### config.mk
export PLATFORM = sky130hd
export DESIGN_NAME = simd_upstream_packetizer
export DESIGN_NICKNAME = d
export VERILOG_FILES = /design/src/rtl/simd_upstream_packetizer.sv
export SDC_FILE = /design/constraint.sdc
export NUM_CORES = 1
export LEC_CHECK = 0
export BUFFER_PORTS_ARGS = -buffer_cell sky130_fd_sc_hd__clkbuf_2
export CAP_MARGIN = 10
export CELL_PAD_IN_SITES_DETAIL_PLACEMENT = 1
export CELL_PAD_IN_SITES_GLOBAL_PLACEMENT = 1
export CORE_AREA = 2 2 196 141
export DETAILED_ROUTE_END_ITERATION = 7
export DIE_AREA = 0 0 198 143
export PLACE_DENSITY_LB_ADDON = 0.08
export SYNTH_ARGS = -nofsm -noshare
export SYNTH_HDL_FRONTEND = slang
export SYNTH_SLANG_ARGS = --single-unit
### constraint.sdc
create_clock -name clk -period 6.8 [get_ports clk]
set_input_delay 0.34 -clock clk [delete_from_list [all_inputs] [get_ports clk]]
set_output_delay 0.34 -clock clk [all_outputs]
set_load 0.01 [all_outputs]
### src/rtl/simd_upstream_packetizer.sv
// Frames SIMD result words into upstream stack-bus packets (SOP/MOP/EOP/SOM) behind an 8-entry FIFO.
// Optional trailing XOR checksum beat: define SIMD_UPSTREAM_PACKETIZER_CHECKSUM_EN.
`ifndef STACK_UP_INTF_TYPE_RANGE
`define STACK_UP_INTF_TYPE_RANGE 1:0
`endif
`ifndef STACK_UP_INTF_DATA_RANGE
`define STACK_UP_INTF_DATA_RANGE 31:0
`endif
`ifndef STACK_UP_INTF_OOB_DATA_RANGE
`define STACK_UP_INTF_OOB_DATA_RANGE 7:0
`endif
`ifndef COMMON_STD_INTF_CNTL_RANGE
`define COMMON_STD_INTF_CNTL_RANGE 1:0
`endif

module simd_upstream_packetizer #(
    parameter int FIFO_DEPTH = 8
) (
    input  logic                                   clk,
    input  logic                                   reset_poweron,
    input  logic                                   simd__sui__cmd_valid,
    output logic                                   sui__simd__cmd_ready,
    input  logic [7:0]                             simd__sui__cmd_len,
    input  logic [`STACK_UP_INTF_TYPE_RANGE]       simd__sui__cmd_type,
    input  logic [`STACK_UP_INTF_OOB_DATA_RANGE]   simd__sui__cmd_oob,
    input  logic                                   simd__sui__valid,
    output logic                                   sui__simd__ready,
    input  logic [`STACK_UP_INTF_DATA_RANGE]       simd__sui__data,
    output logic                                   sui__sti__valid,
    output logic [`COMMON_STD_INTF_CNTL_RANGE]     sui__sti__cntl,
    output logic [`STACK_UP_INTF_TYPE_RANGE]       sui__sti__type,
    output logic [`STACK_UP_INTF_DATA_RANGE]       sui__sti__data,
    output logic [`STACK_UP_INTF_OOB_DATA_RANGE]   sui__sti__oob_data,
    input  logic                                   sti__sui__ready,
    output logic                                   sui__simd__pkt_done
);
    localparam int AW = $clog2(FIFO_DEPTH);
    localparam logic [1:0] CNTL_MOP = 2'b00;
    localparam logic [1:0] CNTL_SOP = 2'b01;
    localparam logic [1:0] CNTL_EOP = 2'b10;
    localparam logic [1:0] CNTL_SOM = 2'b11;

    typedef enum logic [1:0] {
        IDLE  = 2'd0,
        SEND  = 2'd1
`ifdef SIMD_UPSTREAM_PACKETIZER_CHECKSUM_EN
        , CKSUM = 2'd2
`endif
    } state_t;

    state_t                               state_q;
    logic                                 cmd_ready_q;
    logic                                 done_q;
    logic [8:0]                           len_q;
    logic [8:0]                           rem_q;
    logic [`STACK_UP_INTF_TYPE_RANGE]     type_q;
    logic [`STACK_UP_INTF_OOB_DATA_RANGE] oob_q;
`ifdef SIMD_UPSTREAM_PACKETIZER_CHECKSUM_EN
    logic [`STACK_UP_INTF_DATA_RANGE]     acc_q;
`endif

    // FIFO: the extra pointer bit separates full from empty when the indices match
    logic [`STACK_UP_INTF_DATA_RANGE] mem_q [FIFO_DEPTH];
    logic [AW:0]                      wr_ptr_q, rd_ptr_q;
    logic                             empty, full, push, pop;
    logic [`STACK_UP_INTF_DATA_RANGE] head;

    assign empty = (wr_ptr_q == rd_ptr_q);
    assign full  = (wr_ptr_q[AW] != rd_ptr_q[AW]) && (wr_ptr_q[AW-1:0] == rd_ptr_q[AW-1:0]);
    assign push  = simd__sui__valid && !full;
    assign head  = mem_q[rd_ptr_q[AW-1:0]];

    logic cmd_hs, send_hs, last_beat;
    logic [8:0] cmd_len9;

    assign cmd_hs    = simd__sui__cmd_valid && cmd_ready_q;
    assign send_hs   = (state_q == SEND) && !empty && sti__sui__ready;
    assign pop       = send_hs;
    assign last_beat = (rem_q == 9'd1);
    assign cmd_len9  = (simd__sui__cmd_len == 8'd0) ? 9'd256 : {1'b0, simd__sui__cmd_len};

    always_ff @(posedge clk) begin
        if (push) mem_q[wr_ptr_q[AW-1:0]] <= simd__sui__data;
    end

    always_ff @(posedge clk or negedge reset_poweron) begin
        if (!reset_poweron) begin
            wr_ptr_q <= '0;
            rd_ptr_q <= '0;
        end else begin
            if (push) wr_ptr_q <= wr_ptr_q + 1'b1;
            if (pop)  rd_ptr_q <= rd_ptr_q + 1'b1;
        end
    end

    always_ff @(posedge clk or negedge reset_poweron) begin
        if (!reset_poweron) begin
            state_q     <= IDLE;
            cmd_ready_q <= 1'b1;
            done_q      <= 1'b0;
            len_q       <= '0;
            rem_q       <= '0;
            type_q      <= '0;
            oob_q       <= '0;
`ifdef SIMD_UPSTREAM_PACKETIZER_CHECKSUM_EN
            acc_q       <= '0;
`endif
        end else begin
            done_q <= 1'b0;
            case (state_q)
                IDLE: begin
                    if (cmd_hs) begin
                        len_q       <= cmd_len9;
                        rem_q       <= cmd_len9;
                        type_q      <= simd__sui__cmd_type;
                        oob_q       <= simd__sui__cmd_oob;
                        cmd_ready_q <= 1'b0;
                        state_q     <= SEND;
`ifdef SIMD_UPSTREAM_PACKETIZER_CHECKSUM_EN
                        acc_q       <= '0;
`endif
                    end
                end
                SEND: begin
                    if (send_hs) begin
                        rem_q <= rem_q - 9'd1;
`ifdef SIMD_UPSTREAM_PACKETIZER_CHECKSUM_EN
                        acc_q <= acc_q ^ head;
                        if (last_beat) state_q <= CKSUM;
`else
                        if (last_beat) begin
                            state_q     <= IDLE;
                            cmd_ready_q <= 1'b1;
                            done_q      <= 1'b1;
                        end
`endif
                    end
                end
`ifdef SIMD_UPSTREAM_PACKETIZER_CHECKSUM_EN
                CKSUM: begin
                    if (sti__sui__ready) begin
                        state_q     <= IDLE;
                        cmd_ready_q <= 1'b1;
                        done_q      <= 1'b1;
                    end
                end
`endif
                default: state_q <= IDLE;
            endcase
        end
    end

    // Framing is a pure function of registered state, so a stalled beat holds steady
    logic [1:0]                       cntl_d;
    logic                             valid_d;
    logic [`STACK_UP_INTF_DATA_RANGE] data_d;

    always_comb begin
        cntl_d  = CNTL_MOP;
        valid_d = 1'b0;
        data_d  = '0;
        if (state_q == SEND && !empty) begin
            valid_d = 1'b1;
            data_d  = head;
`ifdef SIMD_UPSTREAM_PACKETIZER_CHECKSUM_EN
            if (len_q == 9'd1 || rem_q == len_q) cntl_d = CNTL_SOP;
            else                                 cntl_d = CNTL_MOP;
`else
            if (len_q == 9'd1)       cntl_d = CNTL_SOM;
            else if (rem_q == len_q) cntl_d = CNTL_SOP;
            else if (last_beat)      cntl_d = CNTL_EOP;
            else                     cntl_d = CNTL_MOP;
`endif
        end
`ifdef SIMD_UPSTREAM_PACKETIZER_CHECKSUM_EN
        else if (state_q == CKSUM) begin
            valid_d = 1'b1;
            data_d  = acc_q;
            cntl_d  = CNTL_EOP;
        end
`endif
    end

    assign sui__simd__cmd_ready = cmd_ready_q;
    assign sui__simd__ready     = !full;
    assign sui__simd__pkt_done  = done_q;
    assign sui__sti__valid      = valid_d;
    assign sui__sti__cntl       = cntl_d;
    assign sui__sti__data       = data_d;
    assign sui__sti__type       = type_q;
    assign sui__sti__oob_data   = oob_q;

endmodule
# --- After elaboration in Yosys (flattened, before gate mapping) ---
# Memories as Yosys holds them, arrays and structs flattened.
# Index checks and enable logic that the tools add are counted.
# Widths: inputs -> output; s select.
totals:
  output_inout_bits: 48
  wordCells: 60
  latchBits: 0
  ram_bits: 256
  ff_bits: 40
  romBits: 0
  n_memories: 1
classes:
  n_mul: 0
  reduce_logical: 14
  mux: 23
  n_lt_le_gt_ge: 0
  n_eq_ne: 10
  div: 0
  add_sub_neg: 3
  n_bitwise: 0
  shift: 0
mem_list:
  columns: ["name", "depth", "width", "rd", "rd_ports_with_merged_regs", "wr", "line", "text"]
  rows:
  - ["mem_q", 8, 32, 1, 0, 1, "63", "logic [`STACK_UP_INTF_DATA_RANGE] mem_q [FIFO_DEPTH];"]
ops:
  columns: ["operator", "n"]
  rows:
  - ["$mux 32", 1]
  - ["$mux 9", 3]
  - ["$eq 9x1->1 const B", 2]
  - ["$pmux 9 s2", 1]
  - ["$mux 2", 7]
  - ["$eq 9x9->1", 1]
  - ["$mux 1", 9]
  - ["$sub 9x1->9 const B", 1]
  - ["$add 4x1->4 const B", 2]
  - ["$logic_not 8->1", 1]
  - ["$ne 2x2->1 const B", 3]
  - ["$reduce_and 3->1", 2]
  - ["$logic_and 1x1->1", 5]
  - ["$eq 4x4->1", 1]
  - ["$pmux 2 s2", 1]
  - ["$reduce_and 4->1", 1]
  - ["$eq 3x3->1", 1]
  - ["$eq 2x1->1 const B", 1]
  - ["$logic_not 1->1", 2]
  - ["$logic_not 2->1", 1]
  - ["$pmux 1 s2", 1]
  - ["$reduce_and 2->1", 1]
  - ["$reduce_bool 2->1", 1]
  - ["$ne 1x1->1", 1]

# --- Logic depth before layout (Yosys ltp) ---
logic_depth:
  ltp_word: 6
  ltp_mapped: 6
  ltp_nobuf: 6

# --- Worst setup path before layout ---
# OpenSTA, ideal clock, no wires.
synth_timing:
  kind: "flip-flop to flip-flop"
  startpoint: "register rd_ptr_q[0]"
  endpoint: "memory mem_q[0][0] in the netlist's numbering, enable pin"
  arrival_ns: 3.283
  setup_slack_ns: 3.056
  required_ns: 6.339
  setup_ns: 0.461
  path_stages_with_launch: 6
  path_cell_list: "dfrtp_1 -> buf_2 -> xnor2_2 -> nand4_1 -> nand3b_1 -> nor3_1"
synth_between:
  elab_chain_cells: 6
synth_lines:
  columns: ["item", "line", "text"]
  rows:
  - ["start, declared", "64", "logic [AW:0] wr_ptr_q, rd_ptr_q;"]
  - ["start signal, assigned", "92", "if (pop) rd_ptr_q <= rd_ptr_q + 1'b1;"]
  - ["$eq 3x3->1", "69", "assign full = (wr_ptr_q[AW] != rd_ptr_q[AW]) && (wr_ptr_q[AW-1:0] == rd_ptr_q[AW-1:0]);"]
  - ["$logic_and 1x1->1", "69", null]
  - ["$logic_not 1->1", null, null]
  - ["net sui__simd__ready", "27", "output logic sui__simd__ready,"]
  - ["$logic_and 1x1->1", "70", "assign push = simd__sui__valid && !full;"]
  - ["$mux 1", "83", "if (push) mem_q[wr_ptr_q[AW-1:0]] <= simd__sui__data;"]
  - ["$mux 1 (implied by the code)", "83", null]
  - ["end, declared", "63", null]
# The timed path passes the listed nets, and every way through them passes these cells.

# --- Worst setup path in the final report ---
layout_timing:
  startpoint: "register rd_ptr_q[1]"
  endpoint: "output port sui__sti__cntl[1]"
layout_between:
  elab_chain_cells: 4
layout_lines:
  columns: ["item", "line", "text"]
  rows:
  - ["$eq 4x4->1", "68", "assign empty = (wr_ptr_q == rd_ptr_q);"]
  - ["$logic_not 1->1", "162", "if (state_q == SEND && !empty) begin"]
  - ["$logic_and 1x1->1", "162", null]
  - ["$mux 2", "162", null]
  - ["end, declared", "30", "output logic [`COMMON_STD_INTF_CNTL_RANGE] sui__sti__cntl,"]
# No other way between the ends.

==> impl_metrics.py <==
metrics = {
    "sta": {
        "finalSetupViolCount": 0,
        "fin_tns_setup_ns": 0,
        "fin_worst_hold_slack_ns": 0.03105,
        "clock_skew_ns": 0.01885,
        "tightest_slew_ns": 1.145,
        "clock.fmax_ghz": 0.2766,
        "hold_viol_final": 0,
        "finalCriticalPeriod_ns": 3.615,
        "slew_viol_final": 0,
        "fin_crit_sh_pct": 53.17,
        "slew_headroom_pct": 23.51,
        "rsz0062_at_grt": "no",
    },
    "critical_path": {
        "end_kind": "output port",
        "crit_end": "sui__sti__cntl[1]",
        "cp.required_ns": 6.46,
        "crit_path_start_kind": "flop",
        "worstRegToRegCells": 5,
        "ff2ff_setup_slack_ns": 3.40,
        "criticalPathCategory": "reg2out",
        "rr_endpoint": "mem_q[4][22]",
        "critPathLaunch": "rd_ptr_q[1]",
        "critPathArrivalTime_ns": 3.28,
        "cp_max_fo": 68,
        "r2r_start": "rd_ptr_q[1]",
    },
    "outcome": {
        "outcome": "finished clean",
    },
    "route": {
        "routed_wl_mm": 25.08,
        "ant_nets": 0,
        "drcViolationCount": 0,
        "vias": 6051,
        "drt-initial-drc-count": 219,
        "avgViaCountPerCell": 5.285,
        "wl_per_cell_um": 21.90,
        "drt_pass1_iterations": 4,
    },
    "clock_tree": {
        "holdBufCountCts": 15,
        "post_cts_buffers": 0,
        "cts.sinks": 295,
        "numCtsBuffers": 29,
        "cts.repair.resized": 0,
        "clk_pin_slew_ns": 0.07,
        "cts_tree": "yes",
        "cts_root_buf": "clkbuf_16",
        "cts_max_path_buffers": 3,
        "h-tree-depth": 1,
        "clk_latency_ns": 0.56,
    },
    "finish": {
        "drive_above_1_share_pct": 31.54,
        "fin_nets": 818,
        "syn_to_final_growth_pct": 18.47,
    },
    "global_routing": {
        "grt_overflow_total": 0,
        "track_usage_pct": 18.52,
        "grt_pass1_wl_mm": 39.30,
        "antenna_found_initial": 1,
        "grt_pass1_vias": 6558,
        "grt_max_degree": 69,
    },
    "die": {
        "coreArea_um2": 26340,
        "die_width_um": 198,
        "die_h_um": 143,
        "rows": 50,
        "pin_count": 103,
        "die_area_um2": 28310,
        "initial_core_util_pct": 44.53,
    },
    "synthesis": {
        "synth_xor_area_share_pct": 1.622,
        "synth_top_family_by_area": "multiplexers",
        "ys_async_sr_fraction_pct": 13.22,
        "syn-mean-instance-area_um2": 18.73,
        "synth_compound_area_share_pct": 1.696,
        "synth_warnings": 0,
        "synth-main-ff-cell": "edfxtp_1",
        "netlist_top_cells_area": "edfxtp_1 (66%), mux4_2 (12%), dfrtp_1 (8.1%)",
        "synth.area.mux_share_pct": 15.21,
        "yosys.area_share.simple_pct": 5.505,
        "synth_commonest_cells": "edfxtp_1 (256), nand2_1 (65), mux4_2 (64)",
        "synthAdderAreaFrac_pct": 0.4268,
        "yosys.area.top_type": "edfxtp_1",
        "synth_seq_cells": 295,
        "yosysMostFrequentCell": "edfxtp_1",
        "yosysSeqAreaShare_pct": 73.88,
        "synth-edff-count": 256,
        "synth_cells": 626,
        "synthesis.nets": 685,
        "yosysTopAreaCellShare_pct": 65.55,
        "netlist_area_um2": 11730,
        "ys_types": 45,
    },
    "power": {
        "vdd_ir_drop_max_uv": 204.7,
        "powerDensity_nw_per_um2": 315.7,
        "leakage_nw": 4.859,
    },
    "place": {
        "hpwl_mm": 14.53,
        "gp_congestion": 0.7708,
        "port_buffers": 102,
    },
    "min_path": {
        "hp-class": "in2reg",
    },
    "flow_run": {
        "maxCapViolations": 0,
    },
}
[where the power goes]
part | total [mW] | internal (mW) | switching [mW]
registers | 2.29 | 2.22 | 0.0694
clock network | 1.69 | 1.01 | 0.686
logic | 0.399 | 0.134 | 0.264
[worst min path at each step]
stage                     cells after the start               endpoint                  start
after floorplan                               0               len_q[0]          reset_poweron
after global placement                        2  sui__sti__oob_data[0]          reset_poweron
after detailed placement                      2  sui__sti__oob_data[1]          reset_poweron
after CTS                                     3               len_q[5]  simd__sui__cmd_len[5]
after global routing                          3               len_q[2]  simd__sui__cmd_len[2]
final                                         3               len_q[5]  simd__sui__cmd_len[5]
[area by class of cell]
class,instances,area (µm²)
fill,2437,12440
sequential,295,8671
multi-input combinational,295,2924
timing repair buffer,131,810.8
clock buffer,30,729.5
tap,364,455.4
clock inverter,22,274.0
inverter,7,26.28
antenna,1,2.502
[logic make-up (layout without fill, tap and decap cells)]
kind of cell	count (synthesis)	after routing
flops	295	295
simple gates	149	149
mux	98	98
buf+inv	36	190
compound gates	24	24
xor+xnor	20	20
fa+ha+maj	4	4
other cells	0	1
[worst max-delay path: stages, from the launching register on]
cell and delay (ns):
dfrtp_2 0.35, buf_4 0.79, xnor2_1 0.26, nand3_1 0.18, o21ai_4 0.56, buf_16 0.23
and3b_1 0.19, clkbuf_2 0.12
[layout by cell type (no fill, tap or decap), types with 11 or more instances in the layout]
cell	instances
buf_4	11
clkbuf_16	29
clkbuf_2	102
dfrtp_1	35
dlygate4sd3_1	15
edfxtp_1	256
mux2i_1	32
mux4_2	64
nand2_1	65
nor2_1	47
[sequential cells by signal, indices dropped and copies added (netlist names)]
| register | flops |
|---|---|
| len_q | 9 |
| mem_q | 256 |
| rd_ptr_q | 4 |
| rem_q | 9 |
| state_q | 1 |
| sui__simd__cmd_ready | 1 |
| sui__simd__pkt_done | 1 |
| sui__sti__oob_data | 8 |
| sui__sti__type | 2 |
| wr_ptr_q | 4 |
[per-stage QoR]
stage                     utilization, %  instances  instance area, µm²  setup slack (ns)  power (mW)
final                              52.75       1145               13890             3.185       4.386
after global routing               52.74       1144               13890             2.876       4.560
after CTS                          52.48       1141               13820             2.888       4.438
after detailed placement           48.10       1074               12670             3.221       2.724
after global placement             48.10       1074               12670             3.379       2.697
after floorplan                        -        626               11730             3.056       2.529
[layer usage]
| layer | vias to the layer above | wire (µm) | track usage (%) |
|---|---|---|---|
| met5 | - | 0 | 0 |
| met1 | 3179 | 12040 | 27.34 |
| met4 | 0 | 333 | 3.720 |
| li1 | 2725 | - | - |
| met3 | 29 | 1056 | 3.732 |
| met2 | 118 | 11640 | 28.89 |
No activity file was read; power rests on OpenSTA's default activity.
